[src/rtl/riscv_mem_pkg.sv]
// Shared widths, owner encoding and region-select bits for the unified
// instruction/data memory arbiter.
package riscv_mem_pkg;

    localparam int DEF_DATA_WIDTH      = 32;
    localparam int DEF_IMEM_ADDR_WIDTH = 9;
    localparam int DEF_DMEM_ADDR_WIDTH = 8;
    localparam int DEF_MAX_DSTREAK     = 4;

    // Top address bit of the unified memory selects the region.
    localparam logic REGION_IMEM = 1'b0;
    localparam logic REGION_DMEM = 1'b1;

    typedef enum logic [1:0] {
        OWN_NONE = 2'd0,
        OWN_I    = 2'd1,
        OWN_D    = 2'd2
    } owner_t;

endpackage

[src/rtl/mem_arb_streak_cnt.sv]
// Saturating count of consecutive data grants taken while a fetch is waiting.
module mem_arb_streak_cnt #(
    parameter int P_MAX_DSTREAK = 4
) (
    input  logic clk,
    input  logic reset,
    input  logic inc,
    input  logic clr,
    output logic sat
);

    localparam int CNT_W = $clog2(P_MAX_DSTREAK + 1);

    logic [CNT_W-1:0] cnt;

    assign sat = (cnt == CNT_W'(P_MAX_DSTREAK));

    always_ff @(posedge clk) begin
        if (reset) begin
            cnt <= '0;
        end else if (clr) begin
            cnt <= '0;
        end else if (inc && !sat) begin
            cnt <= cnt + CNT_W'(1);
        end
    end

endmodule

[src/rtl/mem_arbiter.sv]
// Arbitrates instruction fetches and data accesses onto one single-port memory:
// data wins by default, a waiting fetch is forced through after a streak limit.
module mem_arbiter
    import riscv_mem_pkg::*;
#(
    parameter int P_DATA_WIDTH      = DEF_DATA_WIDTH,
    parameter int P_IMEM_ADDR_WIDTH = DEF_IMEM_ADDR_WIDTH,
    parameter int P_DMEM_ADDR_WIDTH = DEF_DMEM_ADDR_WIDTH,
    parameter int P_MAX_DSTREAK     = DEF_MAX_DSTREAK
) (
    input  logic                         clk,
    input  logic                         reset,
    input  logic                         i_req,
    input  logic [P_IMEM_ADDR_WIDTH-1:0] i_addr,
    output logic                         i_gnt,
    output logic                         i_rvalid,
    output logic [P_DATA_WIDTH-1:0]      i_rdata,
    input  logic                         d_req,
    input  logic                         d_we,
    input  logic [P_DMEM_ADDR_WIDTH-1:0] d_addr,
    input  logic [P_DATA_WIDTH-1:0]      d_wdata,
    output logic                         d_gnt,
    output logic                         d_rvalid,
    output logic [P_DATA_WIDTH-1:0]      d_rdata,
    output logic                         mem_en,
    output logic                         mem_we,
    output logic [P_IMEM_ADDR_WIDTH:0]   mem_addr,
    output logic [P_DATA_WIDTH-1:0]      mem_wdata,
    input  logic [P_DATA_WIDTH-1:0]      mem_rdata
);

    logic                         streak_sat;
    logic                         fetch_force;
    logic                         d_win;
    logic                         i_win;
    logic [P_IMEM_ADDR_WIDTH-1:0] d_addr_ext;
    owner_t                       owner;

    assign d_addr_ext  = P_IMEM_ADDR_WIDTH'(d_addr);
    assign fetch_force = i_req && streak_sat;
    assign d_win       = !reset && d_req && !fetch_force;
    assign i_win       = !reset && i_req && !d_win;

    always_comb begin
        i_gnt     = i_win;
        d_gnt     = d_win;
        mem_en    = d_win || i_win;
        mem_we    = d_win && d_we;
        mem_addr  = '0;
        mem_wdata = '0;
        if (d_win) begin
            mem_addr  = {REGION_DMEM, d_addr_ext};
            mem_wdata = d_wdata;
        end else if (i_win) begin
            mem_addr  = {REGION_IMEM, i_addr};
        end
    end

    // Only data grants taken over a pending fetch extend the streak.
    mem_arb_streak_cnt #(
        .P_MAX_DSTREAK(P_MAX_DSTREAK)
    ) u_streak (
        .clk  (clk),
        .reset(reset),
        .inc  (d_win && i_req),
        .clr  (i_win || !i_req),
        .sat  (streak_sat)
    );

    always_ff @(posedge clk) begin
        if (reset) begin
            owner <= OWN_NONE;
        end else if (d_win && !d_we) begin
            owner <= OWN_D;
        end else if (i_win) begin
            owner <= OWN_I;
        end else begin
            owner <= OWN_NONE;
        end
    end

    // Gating with reset drops a read that was granted just before reset.
    assign i_rvalid = !reset && (owner == OWN_I);
    assign d_rvalid = !reset && (owner == OWN_D);
    assign i_rdata  = mem_rdata;
    assign d_rdata  = mem_rdata;

endmodule

[config.mk]
export PLATFORM = sky130hd
export DESIGN_NAME = mem_arbiter
export DESIGN_NICKNAME = d
export VERILOG_FILES = /design/src/rtl/riscv_mem_pkg.sv /design/src/rtl/mem_arb_streak_cnt.sv /design/src/rtl/mem_arbiter.sv
export SDC_FILE = /design/constraint.sdc
export NUM_CORES = 1
export LEC_CHECK = 0
export BUFFER_PORTS_ARGS = -buffer_cell sky130_fd_sc_hd__buf_4
export CAP_MARGIN = 20
export CELL_PAD_IN_SITES_DETAIL_PLACEMENT = 1
export CELL_PAD_IN_SITES_GLOBAL_PLACEMENT = 1
export CORE_UTILIZATION = 20
export DETAILED_ROUTE_END_ITERATION = 6
export GPL_TIMING_DRIVEN = 0
export PLACE_DENSITY = 0.93
export SLEW_MARGIN = 20
export SYNTH_ARGS = -nofsm -noshare
export SYNTH_HDL_FRONTEND = slang
export SYNTH_SLANG_ARGS = --single-unit
export TNS_END_PERCENT = 30
[constraint.sdc]
create_clock -name clk -period 3.2 [get_ports clk]
set_clock_uncertainty 0.2 [all_clocks]
set_input_delay 0.16 -clock clk [delete_from_list [all_inputs] [get_ports clk]]
set_output_delay 0.16 -clock clk [all_outputs]
set_load 0.02 [all_outputs]
# [Word-level counts from Yosys, hierarchy flattened]
# Cells that the tools add are included.
[totals] reg_bits=5 out_inout_bits=112 word_cells=33
[classes] addsub=1 n_eq_ne=3 mux=5 n_reduce_logical=21
[op_table] operator="$mux W32" n=1
[op_table] operator="$logic_and A1 B1 Y1" n=11
[op_table] operator="$mux W10" n=1
[op_table] operator="$mux W9" n=1
[op_table] operator="$logic_not A1 Y1" n=6
[op_table] operator="$reduce_or A2 Y1" n=2
[op_table] operator="$add A3 B1 Y3 const B" n=1
[op_table] operator="$eq A3 B3 Y1 const B" n=1
[op_table] operator="$eq A2 B1 Y1 const B" n=1
[op_table] operator="$eq A2 B2 Y1 const B" n=1
[op_table] operator="$logic_or A1 B1 Y1" n=2
[op_table] operator="$mux W2" n=1
[op_table] operator="$mux W1" n=1

# [Longest topological paths before layout]
# Gate-level depths: netlist of the first run.
[depth] ltp_word=8 depth_mapped=7

# [Modules after synthesis]
# A second synthesis of the first run with hierarchy kept.
[hier_totals] cells_unflattened=171 area_unflattened_um2=1487.7
[modules_own_cells] module="mem_arbiter" n_inst=1 cells_each=153 area_per_inst_um2=1300.0 seq_area_each_um2=40.0
[modules_own_cells] module="mem_arb_streak_cnt" n_inst=1 cells_each=18 area_per_inst_um2=187.7 seq_area_each_um2=60.1

# [Worst setup path after synthesis of the first run]
# Ideal clock, no wire load.
[synth_timing] path_type="register to output" from="register u_streak.cnt[0]" to="output port mem_addr[9]" arrival_time_ps=1558 setup_slack_ps=1282 path_stages_with_launch=8 path_cell_list="dfxtp_1 > inv_1 > ha_1 > and3_1 > buf_6 > buf_6 > nor2_1 > buf_4"
[synth_between] elab_chain_len=5
[synth_rtl] element="start, declared" line_no="mem_arb_streak_cnt.sv:14" text="logic [CNT_W-1:0] cnt;"
[synth_rtl] element="start signal, assigned" line_no="mem_arb_streak_cnt.sv:24" text="cnt <= cnt + CNT_W'(1);"
[synth_rtl] element="$eq A3 B3 Y1" line_no="mem_arb_streak_cnt.sv:16" text="assign sat = (cnt == CNT_W'(P_MAX_DSTREAK));"
[synth_rtl] element="$logic_and A1 B1 Y1" line_no="mem_arbiter.sv:40" text="assign fetch_force = i_req && streak_sat;"
[synth_rtl] element="$logic_not A1 Y1" line_no="mem_arbiter.sv:41" text="assign d_win = !reset && d_req && !fetch_force;"
[synth_rtl] element="$logic_and A1 B1 Y1" line_no="mem_arbiter.sv:41"
[synth_rtl] element="net d_gnt" line_no="mem_arbiter.sv:22" text="output logic d_gnt,"
[synth_rtl] element="$mux W10" line_no="mem_arbiter.sv:51" text="if (d_win) begin"
[synth_rtl] element="end, declared" line_no="mem_arbiter.sv:27" text="output logic [P_IMEM_ADDR_WIDTH:0] mem_addr,"
# The timed path passes the listed nets, and every way through them passes these cells.

# [Worst setup path after layout of the first run]
[layout_timing] from="register u_streak.cnt[0]" to="output port mem_addr[3]"
[layout_between] elab_chain_len=8
[layout_rtl] element="$eq A3 B3 Y1 (*)" line_no="mem_arb_streak_cnt.sv:16"
[layout_rtl] element="$logic_and A1 B1 Y1 (*)" line_no="mem_arbiter.sv:40"
[layout_rtl] element="$logic_not A1 Y1 (*)" line_no="mem_arbiter.sv:41"
[layout_rtl] element="$logic_and A1 B1 Y1 (*)" line_no="mem_arbiter.sv:41"
[layout_rtl] element="$logic_not A1 Y1" line_no="mem_arbiter.sv:42" text="assign i_win = !reset && i_req && !d_win;"
[layout_rtl] element="$logic_and A1 B1 Y1" line_no="mem_arbiter.sv:42"
[layout_rtl] element="$mux W9" line_no="mem_arbiter.sv:54" text="end else if (i_win) begin"
[layout_rtl] element="$mux W10 (*)" line_no="mem_arbiter.sv:51"
# Every way passes the cells marked *; elsewhere a longest branch is shown, timed or not.

==> out/qor.tcl, run 1 <==
set qor(core_region_area_um2) 6830
set qor(first_global_vias) 1679
set qor(pins_over_slew_limit) 0
set qor(power_total_w) 0.000555
set qor(final.setup.tns_ns) 0
set qor(gp_weighted_congestion) 0.705
set qor(die-area_um2) 7470
set qor(fin_hold_ws_ns) 0.0741
set qor(final-setup-viol-count) 0
set qor(power-per-cell-area_nw_per_um2) 196
set qor(setup.reg_to_reg.worst_slack_ns) 1.57
set qor(synthTopCellsByArea) {buf_4, nor3b_2, nand3b_1}
set qor(crit_fanout) 10
set qor(wirelength_um) 5860
set qor(top_level_ports) 198
set qor(synthesis.nets) 253
set qor(area_growth_syn_to_layout_pct) 99.2
set qor(worst_r2r_endpoint) {owner[0]}
set qor(largest_net_degree_at_the_start_of_global_routing) 11
set qor(post-route-util_pct) 41.6
set qor(antenna_cells) 0
set qor(detailed_place_hpwl_um) 4980
set qor(clock_insertion_delay_worst_skew_ns) 0.22
set qor(status) {complete, no violations}
set qor(firstDrtPassIters) 4
set qor(grt_remaining_overflow) 0
set qor(ctsRootBufferMaster) {clkbuf_8}
set qor(clock_tree.htree_level_count) 1
set qor(synth.ff_latch_count) 5
set qor(tritoncts) {built}
set qor(yosysTopAreaCell) {buf_4}
set qor(critical_path_class) {flop to primary output}
set qor(design_area_um2) 2840
set qor(drt_iter0_markers) 18
set qor(antenna_left) 0
set qor(syn_inst) 165
set qor(ff2ff_path_depth) 5
set qor(wire_per_inst_um) 13.6
set qor(post_route_cells_drive_above_1_share_pct) 82.4
set qor(numCtsBuffers) 3
set qor(r2r_startpoint) {u_streak.cnt[0]}
set qor(floorplan.rows) 30
set qor(synth.avg_cell_area_um2) 8.64
set qor(netlist-cell-type-count) 19
set qor(synth_top_area_share_pct) 35.8
set qor(most_common_cell_after_layout_fill_and_taps_aside) {buf_4}
set qor(period_minus_slack_ns) 2.14
set qor(setup.worst_path.end) {mem_addr[3]}
set qor(place.port_buffers) 165
set qor(synth_seq_area_share_pct) 7.02
set qor(maxSlewHeadroom_pct) 72.8
set qor(grt_pass1_wl_um) 8160
set qor(area_after_detailed_placement_um2) 2780
set qor(grt_antenna_before_repair) 0
set qor(timing.final.crit_share_pct) 66.9
set qor(critPathRequiredTime_ns) 2.84
set qor(crit_path_end_kind) {primary output}
set qor(ir_worst_vdd_mv) 0.0755
set qor(mostFrequentLayoutCells) {buf_4, nor3b_2, nand3b_1}
set qor(cp.arrival_ns) 1.78
set qor(clk_pin_slew_worst_paths_ns) 0.04
set qor(cts.sinks) 5
set qor(initial_utilization_pct) 20.9
set qor(groute.usage.overall_pct) 14.1
set qor(timing.fmax_ghz) 0.467
set qor(ys_warn_count) 0
set qor(start_kind) {flop}
set qor(die-height_um) 86.4
set qor(layout.nets) 424
set qor(dieWidth_um) 86.4
set qor(detail_route.drc_violations) 0
set qor(max_cap_viol_count) 0
set qor(nFillCells) 825
set qor(timing.hold.worst.class) {primary input to flop}
set qor(worst-slew-pin-transition_ns) 0.408
set qor(clock_path_buffers) 2
set qor(routed-via-count) 1747
set qor(crit_start) {u_streak.cnt[0]}
set qor(power_leakage_nw) 1.46
set qor(drt-vias-per-instance) 4.05
set qor(rsz0062_at_grt) {no}
set qor(ctsResizeCount) 0
set qor(finalHoldViolations) 0
set qor(synth_area_um2) 1430
-- cells by family after synthesis --
group / synth area share [%]
adder cells (fa/ha/maj): 1.76
AND/OR/NAND/NOR: 42.8
buffers and inverters: 42.9
flip-flops: 7.02
AO/OA/AOI/OAI: 5.44
-- synth_stat cells --
| cell type | instances |
|---|---|
| nor3b_2 | 30 |
| nand3b_1 | 17 |
| or3b_1 | 1 |
| nor3b_1 | 6 |
| nor2_1 | 5 |
| dfxtp_1 | 5 |
| a21oi_1 | 1 |
| clkbuf_1 | 2 |
| ha_1 | 2 |
| nand2b_1 | 3 |
| a21boi_0 | 1 |
| buf_6 | 6 |
| o22ai_1 | 8 |
| nor3_2 | 1 |
| inv_1 | 3 |
| buf_4 | 68 |
| and3_1 | 1 |
| a211oi_1 | 2 |
| buf_2 | 3 |
-- state kept, by name (all words and copies together), names as in the netlist --
register      cells
owner             2
u_streak.cnt      3
-- metrics by stage --
| stage | worst slack (ns) | std cells |
|---|---|---|
| floorplan | 1.28 | 165 |
| CTS | 1.01 | 431 |
| finish | 1.06 | 431 |
| detailed placement | 1.29 | 426 |
| global route | 0.925 | 431 |
| global placement | 1.36 | 426 |
-- where the power goes --
part           switching [W]  internal [W]  leakage [nW]
sequential        0.00000109     0.0000644        0.0408
clock              0.0000309     0.0000855        0.0228
combinational       0.000168      0.000205          1.39
total               0.000200      0.000355          1.46
-- critical path: stages, from the launching register on --
cell and delay [ns]:
dfxtp_1 0.36, inv_1 0.06, ha_1 0.26, a21boi_0 0.29
buf_2 0.29, o22ai_1 0.12, buf_4 0.17
-- how the worst min path moves through the flow --
stage | from | end | slack (ns) | cells after the start
2_1_floorplan | d_we | owner[1] | 0.03 | 1
4_1_cts | i_req | owner[0] | 0.09 | 3
3_5_place_dp | d_we | owner[1] | 0.14 | 2
3_3_place_gp | d_we | owner[1] | 0.14 | 2
5_1_grt | i_req | owner[0] | 0.12 | 3
6_report | i_req | owner[0] | 0.07 | 3
-- layer usage --
layer / part of all wire (%) / global-route usage (%)
met3: 11 / 2.95
met1: 34 / 13.7
met5: 0 / 0
met4: 1.3 / 4.55
met2: 54 / 29.1
-- repair_timing --
action                                  in CTS  in global routing
hold buffers                                 1                  0
endpoints found under the setup margin       0                  0
setup buffers                                0                  0
hold endpoints to repair                     1                  0
-- layout make-up --
class / instances / area, um2 / area share (%)
inverter: 3 / 11.3 / 0.397
multi-input combinational: 78 / 713 / 25.1
buffer: 79 / 601 / 21.2
sequential: 5 / 100 / 3.53
tap: 96 / 120 / 4.23
timing repair buffer: 166 / 1250 / 44.0
clock buffer: 4 / 45.0 / 1.59
(Power assumes the default switching activity.)
==> run 2, diff against run 1 <==
- CORE_UTILIZATION: 20 -> 17
- PLACE_DENSITY: 0.93 -> 0.85
- clock period: 3.2 -> 1.85 ns (I/O delays scaled with it)
==> run 2 against run 1 <==
Count of clock-buffer cells in the layout is the same; utilization shrank 3.6 points; sequential share of layout area shrank 0.17 points; global-route usage shrank 2.6 points; combinational power grew 80%; via count grew 3.2%; first-iteration DRC count grew 67%; worst hold slack lost 0.035 ns; routed wire length grew 1.2%; critical endpoint is now mem_wdata[21].
==> out/qor.tcl, run 2 (synthesis gave the netlist of run 1 again) <==
set qor(largest_net_degree_at_the_start_of_global_routing) 11 ;# unchanged
set qor(largest_register) {u_streak.cnt} ;# unchanged
set qor(layout.nets) 432 ;# was 424
set qor(grt_antenna_before_repair) 0 ;# unchanged
set qor(drt_iter0_markers) 30 ;# was 18
set qor(wirelength_um) 5920 ;# was 5860 um
set qor(path_buf_inv) 3 ;# unchanged
set qor(place.port_buffers) 165 ;# unchanged
set qor(number_of_flip_flops_in_the_largest_register) 3 ;# unchanged
set qor(status) {complete, no violations} ;# unchanged
set qor(antenna_left) 0 ;# unchanged
set qor(clock_tree.htree_level_count) 1 ;# unchanged
set qor(timing.hold.worst.class) {primary input to flop} ;# unchanged
set qor(cts.sinks) 5 ;# unchanged
set qor(crit_fanout) 10 ;# unchanged
set qor(period_minus_slack_ns) 1.81
set qor(timing.fmax_ghz) 0.553
set qor(crit_start) {u_streak.cnt[0]} ;# unchanged
set qor(max_cap_viol_count) 0 ;# unchanged
set qor(critPathTopFamily) {simple AND/OR/NAND/NOR gates} ;# was buffers and inverters
set qor(critical_path_class) {flop to primary output} ;# unchanged
set qor(setup.reg_to_reg.worst_slack_ns) 0.37 ;# was 1.57 ns
set qor(timing.final.crit_share_pct) 97.7
set qor(firstDrtPassIters) 4 ;# unchanged
set qor(final-setup-viol-count) 0 ;# unchanged
set qor(drt-vias-per-instance) 4.02 ;# was 4.05
set qor(detail_route.drc_violations) 0 ;# unchanged
set qor(finalHoldViolations) 0 ;# unchanged
set qor(timing.critical_path.cells) {inv_2 > ha_4 > and3_4 > buf_12 > nor3b_2 > buf_4} ;# was inv_1 > ha_1 > a21boi_0 > buf_2 > o22ai_1 > buf_4
set qor(pins_over_slew_limit) 0 ;# unchanged
set qor(antenna_cells) 0 ;# unchanged
set qor(clock_insertion_delay_worst_skew_ns) 0.22 ;# about the same
set qor(clock_path_buffers) 2 ;# unchanged
set qor(start_kind) {flop} ;# unchanged
set qor(grt_remaining_overflow) 0 ;# unchanged
set qor(cp.arrival_ns) 1.51 ;# was 1.78 ns
set qor(detailed_place_hpwl_um) 4750 ;# was 4980 um
set qor(routed-via-count) 1803 ;# was 1747
set qor(holdCritStartpoint) {i_req} ;# unchanged
set qor(floorplan.rows) 33 ;# was 30
set qor(post-route-util_pct) 37.9 ;# was 41.6%
set qor(numCtsBuffers) 3 ;# unchanged
set qor(rsz0062_at_grt) {yes} ;# was no
set qor(crit_path_end_kind) {primary output} ;# unchanged
set qor(timing.critical_path.slowest_stage_cell) {dfxtp_2} ;# was dfxtp_1
set qor(design_area_um2) 3100 ;# was 2840 um2
set qor(die-area_um2) 8750 ;# was 7470 um2
set qor(nFillCells) 978 ;# was 825
set qor(power-per-cell-area_nw_per_um2) 317 ;# was 196 nW/um2
set qor(critPathRequiredTime_ns) 1.56 ;# was 2.84 ns
set qor(groute.usage.overall_pct) 11.6 ;# was 14.1%
set qor(crit_path_max_incr_delay_ns) 0.33 ;# was 0.36 ns
set qor(dieWidth_um) 93.6 ;# was 86.4 um
set qor(grt_pass1_wl_um) 8110 ;# was 8160 um
set qor(wire_per_inst_um) 13.2 ;# was 13.6 um
set qor(post_route_cells_drive_above_1_share_pct) 86.0 ;# was 82.4%
set qor(biggestRegsByFlops) {u_streak.cnt: 3 flops, owner: 2 flops} ;# unchanged
set qor(power_leakage_nw) 1.54 ;# was 1.46 nW
set qor(gp_weighted_congestion) 0.678 ;# was 0.705
set qor(ir_worst_vdd_mv) 0.249 ;# was 0.0755 mV
set qor(area_after_detailed_placement_um2) 2800 ;# was 2780 um2
set qor(r2r_startpoint) {u_streak.cnt[0]} ;# unchanged
set qor(worst-slew-pin-transition_ns) 0.371 ;# was 0.408 ns
set qor(die-height_um) 93.6 ;# was 86.4 um
set qor(mostFrequentLayoutCells) {buf_4, nor3b_2, nand3b_1} ;# unchanged
set qor(most_common_cell_after_layout_fill_and_taps_aside) {buf_4} ;# unchanged
set qor(top_level_ports) 198 ;# unchanged
set qor(first_global_vias) 1744 ;# was 1679
set qor(tritoncts) {built} ;# unchanged
set qor(ctsRootBufferMaster) {clkbuf_8} ;# unchanged
set qor(area_growth_syn_to_layout_pct) 117 ;# was 99.2%
set qor(maxSlewHeadroom_pct) 75.2 ;# was 72.8%
set qor(core_region_area_um2) 8180 ;# was 6830 um2
set qor(initial_utilization_pct) 17.4 ;# was 20.9%
set qor(clk_pin_slew_worst_paths_ns) 0.03 ;# was 0.04 ns
==> run 2: cell types whose count changed in the layout (fill, tap and decap cells not counted), sizes merged <==
cell and change:
buf +5, and3 +1, clkbuf +2
==> run 2: final timing paths <==
check | end | cells past startpoint
min | owner[0] | 3
min reg2reg | u_streak.cnt[0] | 2
max reg2reg | u_streak.cnt[2] | 5
max | mem_wdata[21] | 6
==> run 2: routing by layer <==
layer  part of all wire [%]  track usage (%)  vias to the layer above
met3                     12             3.66                        2
met2                     52             23.3                      130
li1                       -                -                      850
met4                   0.96             3.46                        0
met5                      0                0                        -
met1                     34             10.9                      821
==> run 2: power by group <==
group          total (W)  internal [W]  switching [W]
Combinational   0.000672      0.000375       0.000297
Clock           0.000199      0.000148      0.0000509
Sequential      0.000113      0.000112     0.00000172
==> run 2: worst register-to-register path, cell delays in order (launching register included) <==
cell	delay, ns
dfxtp_2	0.33
inv_2	0.05
ha_4	0.16
buf_4	0.15
or3b_1	0.39
a21oi_1	0.14
==> run 2: timing repair <==
item                                    CTS  global route
hold buffers                              1             0
endpoints found under the setup margin   44            42
cloned                                    1             4
pin swaps                                 7             6
hold endpoints to repair                  1             0
setup buffers                             3             1
gates resized for setup                  18            18
==> run 2: final cells by class <==
type	instances	area (um2)	area share [%]
repair buffers	174	1390	44.7
multi-input cells	79	801	25.8
plain buffers	78	621	20.0
well taps	105	131	4.24
flip-flops and latches	5	104	3.35
clock buffers	4	45.0	1.45
inverters	3	11.3	0.363
==> run 2: stage by stage <==
step                total power (W)  worst slack (ns)  setup TNS (ns)  std cells  hold WS, ns
floorplan                  0.000476             0.118               0        165      -0.0378
global placement           0.000748            0.0401               0        435       0.0695
detailed placement         0.000762            0.0170               0        435       0.0723
CTS                        0.000975           -0.0400         -0.0400        443       0.0378
global route                0.00104           -0.0118         -0.0577        448        0.103
finish                     0.000984            0.0433               0        448       0.0392
==> run 3, diff against run 2 <==
- CORE_MARGIN: unset -> 4
- PLACE_DENSITY: 0.85 -> 0.87
==> run 3 against run 2 <==
Fmax decreased by 1.6%; total power grew 2.8%; die area up 13%; largest power group unchanged; sequential share of layout area down 0.063 points; clock power rose by 5%; sequential power is essentially flat; combinational power up 3%; non-clock buffer count decreased by 4.
==> out/qor.tcl, run 3 (synthesis gave the netlist of run 1 again) <==
set qor(numCtsBuffers) 3 ;# unchanged
set qor(die-height_um) 99.6 ;# was 93.6 um
set qor(comb_power_share_pct) 68.2 ;# was 68.3%
set qor(die-area_um2) 9910 ;# was 8750 um2
set qor(tritoncts) {built} ;# unchanged
set qor(core_region_area_um2) 8180 ;# unchanged
set qor(grt_antenna_before_repair) 0 ;# unchanged
set qor(critPathRequiredTime_ns) 1.56 ;# about the same
set qor(number_of_flip_flops_in_the_largest_register) 3 ;# unchanged
set qor(gp_weighted_congestion) 0.736 ;# was 0.678
set qor(clock_path_buffers) 2 ;# unchanged
set qor(critPathTopFamily) {simple AND/OR/NAND/NOR gates} ;# unchanged
set qor(fin_hold_ws_ns) 0.0269 ;# was 0.0392 ns
set qor(worst_r2r_endpoint) {u_streak.cnt[2]} ;# unchanged
set qor(nFillCells) 971 ;# was 978
set qor(routed-via-count) 1787 ;# was 1803
set qor(initial_utilization_pct) 17.4 ;# unchanged
set qor(timing.critical_path.slowest_stage_cell) {dfxtp_2} ;# unchanged
set qor(timing.critical_path.cells) {inv_2 > ha_4 > and3_4 > buf_8 > nor3b_2 > buf_4} ;# was inv_2 > ha_4 > and3_4 > buf_12 > nor3b_2 > buf_4
set qor(area_growth_syn_to_layout_pct) 119 ;# was 117%
set qor(finalHoldViolations) 0 ;# unchanged
set qor(switching_power_w) 0.000368 ;# was 0.000349 W
set qor(grt_pass1_wl_um) 9260 ;# was 8110 um
set qor(clock_insertion_delay_worst_skew_ns) 0.22 ;# about the same
set qor(timing.fmax_ghz) 0.544 ;# was 0.553 GHz
set qor(period_minus_slack_ns) 1.84 ;# was 1.81 ns
set qor(layout.nets) 428 ;# was 432
set qor(crit_fanout) 10 ;# unchanged
set qor(sequential_group_share_of_total_power_pct) 11.2 ;# was 11.5%
set qor(power-per-cell-area_nw_per_um2) 324 ;# was 317 nW/um2
set qor(start_kind) {flop} ;# unchanged
set qor(drt-vias-per-instance) 4.02 ;# about the same
set qor(clk_pin_slew_worst_paths_ns) 0.04 ;# was 0.03 ns
set qor(largest_net_degree_at_the_start_of_global_routing) 11 ;# unchanged
set qor(ir_worst_vdd_mv) 0.163 ;# was 0.249 mV
set qor(p_int_w) 0.000644 ;# was 0.000635 W
set qor(place.port_buffers) 165 ;# unchanged
set qor(critical_path_class) {flop to primary output} ;# unchanged
set qor(maxSlewHeadroom_pct) 71.2 ;# was 75.2%
set qor(layoutNonFillerInstCount) 444 ;# was 448
set qor(rsz0062_at_grt) {yes} ;# unchanged
set qor(status) {complete, no violations} ;# unchanged
set qor(groute.usage.overall_pct) 11.5 ;# was 11.6%
set qor(timing.hold.worst.class) {primary input to flop} ;# unchanged
set qor(post_route_cells_drive_above_1_share_pct) 86.7 ;# was 86.0%
set qor(final-setup-viol-count) 0 ;# unchanged
set qor(detailed_place_hpwl_um) 5270 ;# was 4750 um
set qor(most_common_cell_after_layout_fill_and_taps_aside) {buf_4} ;# unchanged
set qor(floorplan.rows) 33 ;# unchanged
set qor(clock_tree.htree_level_count) 1 ;# unchanged
set qor(ctsRootBufferMaster) {clkbuf_8} ;# unchanged
set qor(worstHoldEndpoint) {owner[0]} ;# unchanged
set qor(worstHoldPathCells) 3 ;# unchanged
set qor(wirelength_um) 6480 ;# was 5920 um
set qor(dieWidth_um) 99.6 ;# was 93.6 um
set qor(mostFrequentLayoutCells) {buf_4, nor3b_2, nand3b_1} ;# unchanged
set qor(worst-slew-pin-transition_ns) 0.432 ;# was 0.371 ns
set qor(detail_route.drc_violations) 0 ;# unchanged
set qor(power_leakage_nw) 1.52 ;# was 1.54 nW
set qor(crit_path_end_kind) {primary output} ;# unchanged
set qor(post-place-cells) 435 ;# unchanged
set qor(power.share.clock_pct) 20.6 ;# was 20.2%
set qor(ff2ff_path_depth) 4 ;# was 5
set qor(timing.final.crit_share_pct) 99.3 ;# was 97.7%
set qor(largest_register) {u_streak.cnt} ;# unchanged
set qor(wire_per_inst_um) 14.6 ;# was 13.2 um
set qor(drt_iter0_markers) 24 ;# was 30
set qor(holdCritStartpoint) {reset} ;# was i_req
set qor(cp.arrival_ns) 1.54 ;# was 1.51 ns
set qor(power_total_w) 0.00101 ;# was 0.000984 W
set qor(sw_frac_of_total_pct) 36.4 ;# was 35.5%
set qor(path_buf_inv) 3 ;# unchanged
set qor(crit_start) {u_streak.cnt[1]} ;# was u_streak.cnt[0]
set qor(crit_path_max_incr_delay_ns) 0.33 ;# about the same
set qor(firstDrtPassIters) 4 ;# unchanged
set qor(biggestRegsByFlops) {u_streak.cnt: 3 flops, owner: 2 flops} ;# unchanged
set qor(antenna_left) 0 ;# unchanged
set qor(cts.sinks) 5 ;# unchanged
set qor(r2r_startpoint) {u_streak.cnt[0]} ;# unchanged
set qor(setup.reg_to_reg.worst_slack_ns) 0.43 ;# was 0.37 ns
set qor(grt_remaining_overflow) 0 ;# unchanged
set qor(top_level_ports) 198 ;# unchanged
set qor(antenna_cells) 0 ;# unchanged
set qor(max_cap_viol_count) 0 ;# unchanged
set qor(pins_over_slew_limit) 0 ;# unchanged
set qor(first_global_vias) 2002 ;# was 1744
==> run 3: area by class of cell <==
cell class                      count  area, um2  share of cell area, %
Sequential cell                     5        103                   3.29
Buffer                             77        613                   19.6
Inverter                            3       11.3                  0.361
Clock buffer                        4       45.0                   1.44
Multi-Input combinational cell     79        850                   27.2
Timing Repair Buffer              171       1370                   43.8
Tap cell                          105        131                   4.21
==> run 3: how the worst max path moves through the flow <==
stage | end | slack (ns) | depth (start not counted)
after floorplan | mem_wdata[29] | 0.12 | 5
after global placement | mem_addr[2] | 0.07 | 7
after detailed placement | mem_wdata[26] | 0.04 | 7
after CTS | mem_addr[9] | 0.00004 | 7
after global routing | mem_wdata[7] | -0.06 | 6
final | mem_wdata[2] | 0.01 | 6
==> run 3: power groups by stage <==
stage                     combinational [W]  clock [W]  sequential [W]
final                              0.000691   0.000208        0.000113
after floorplan                    0.000362          0        0.000114
after CTS                          0.000666   0.000216        0.000113
after global routing               0.000734   0.000223        0.000114
after detailed placement           0.000651          0        0.000115
after global placement             0.000640          0        0.000115
==> run 3: tightest hold or removal path, cell delays in order <==
cell and delay, ns:
buf_4 0.09, nand2b_1 0.15, nor2_1 0.06
==> run 3: layer usage <==
| layer | GRT usage (%) | vias to the layer above | wire [um] |
|---|---|---|---|
| met5 | 0 | - | 0 |
| met4 | 3.47 | 0 | 95 |
| met3 | 5.47 | 7 | 1050 |
| met2 | 21.4 | 141 | 3380 |
| met1 | 11.1 | 795 | 1960 |
| li1 | - | 844 | - |
==> run 3: per-stage QoR <==
step           cell area (um2)  setup WS (ns)  setup TNS, ns  util [%]
6_report                  3120         0.0133              0      38.2
4_1_cts                   2930      0.0000424              0      35.9
2_1_floorplan             1430          0.118              0         -
3_3_place_gp              2800         0.0687              0      34.2
3_5_place_dp              2800         0.0396              0      34.2
5_1_grt                   3120        -0.0561         -0.805      38.2
==> run 3: what timing repair did <==
item	in CTS	in global routing
endpoints found under the hold margin	2	0
setup buffers	1	1
cloned	1	2
pin swaps	7	11
hold buffers	2	0
endpoints found under the setup margin	44	41
resized for setup	14	31
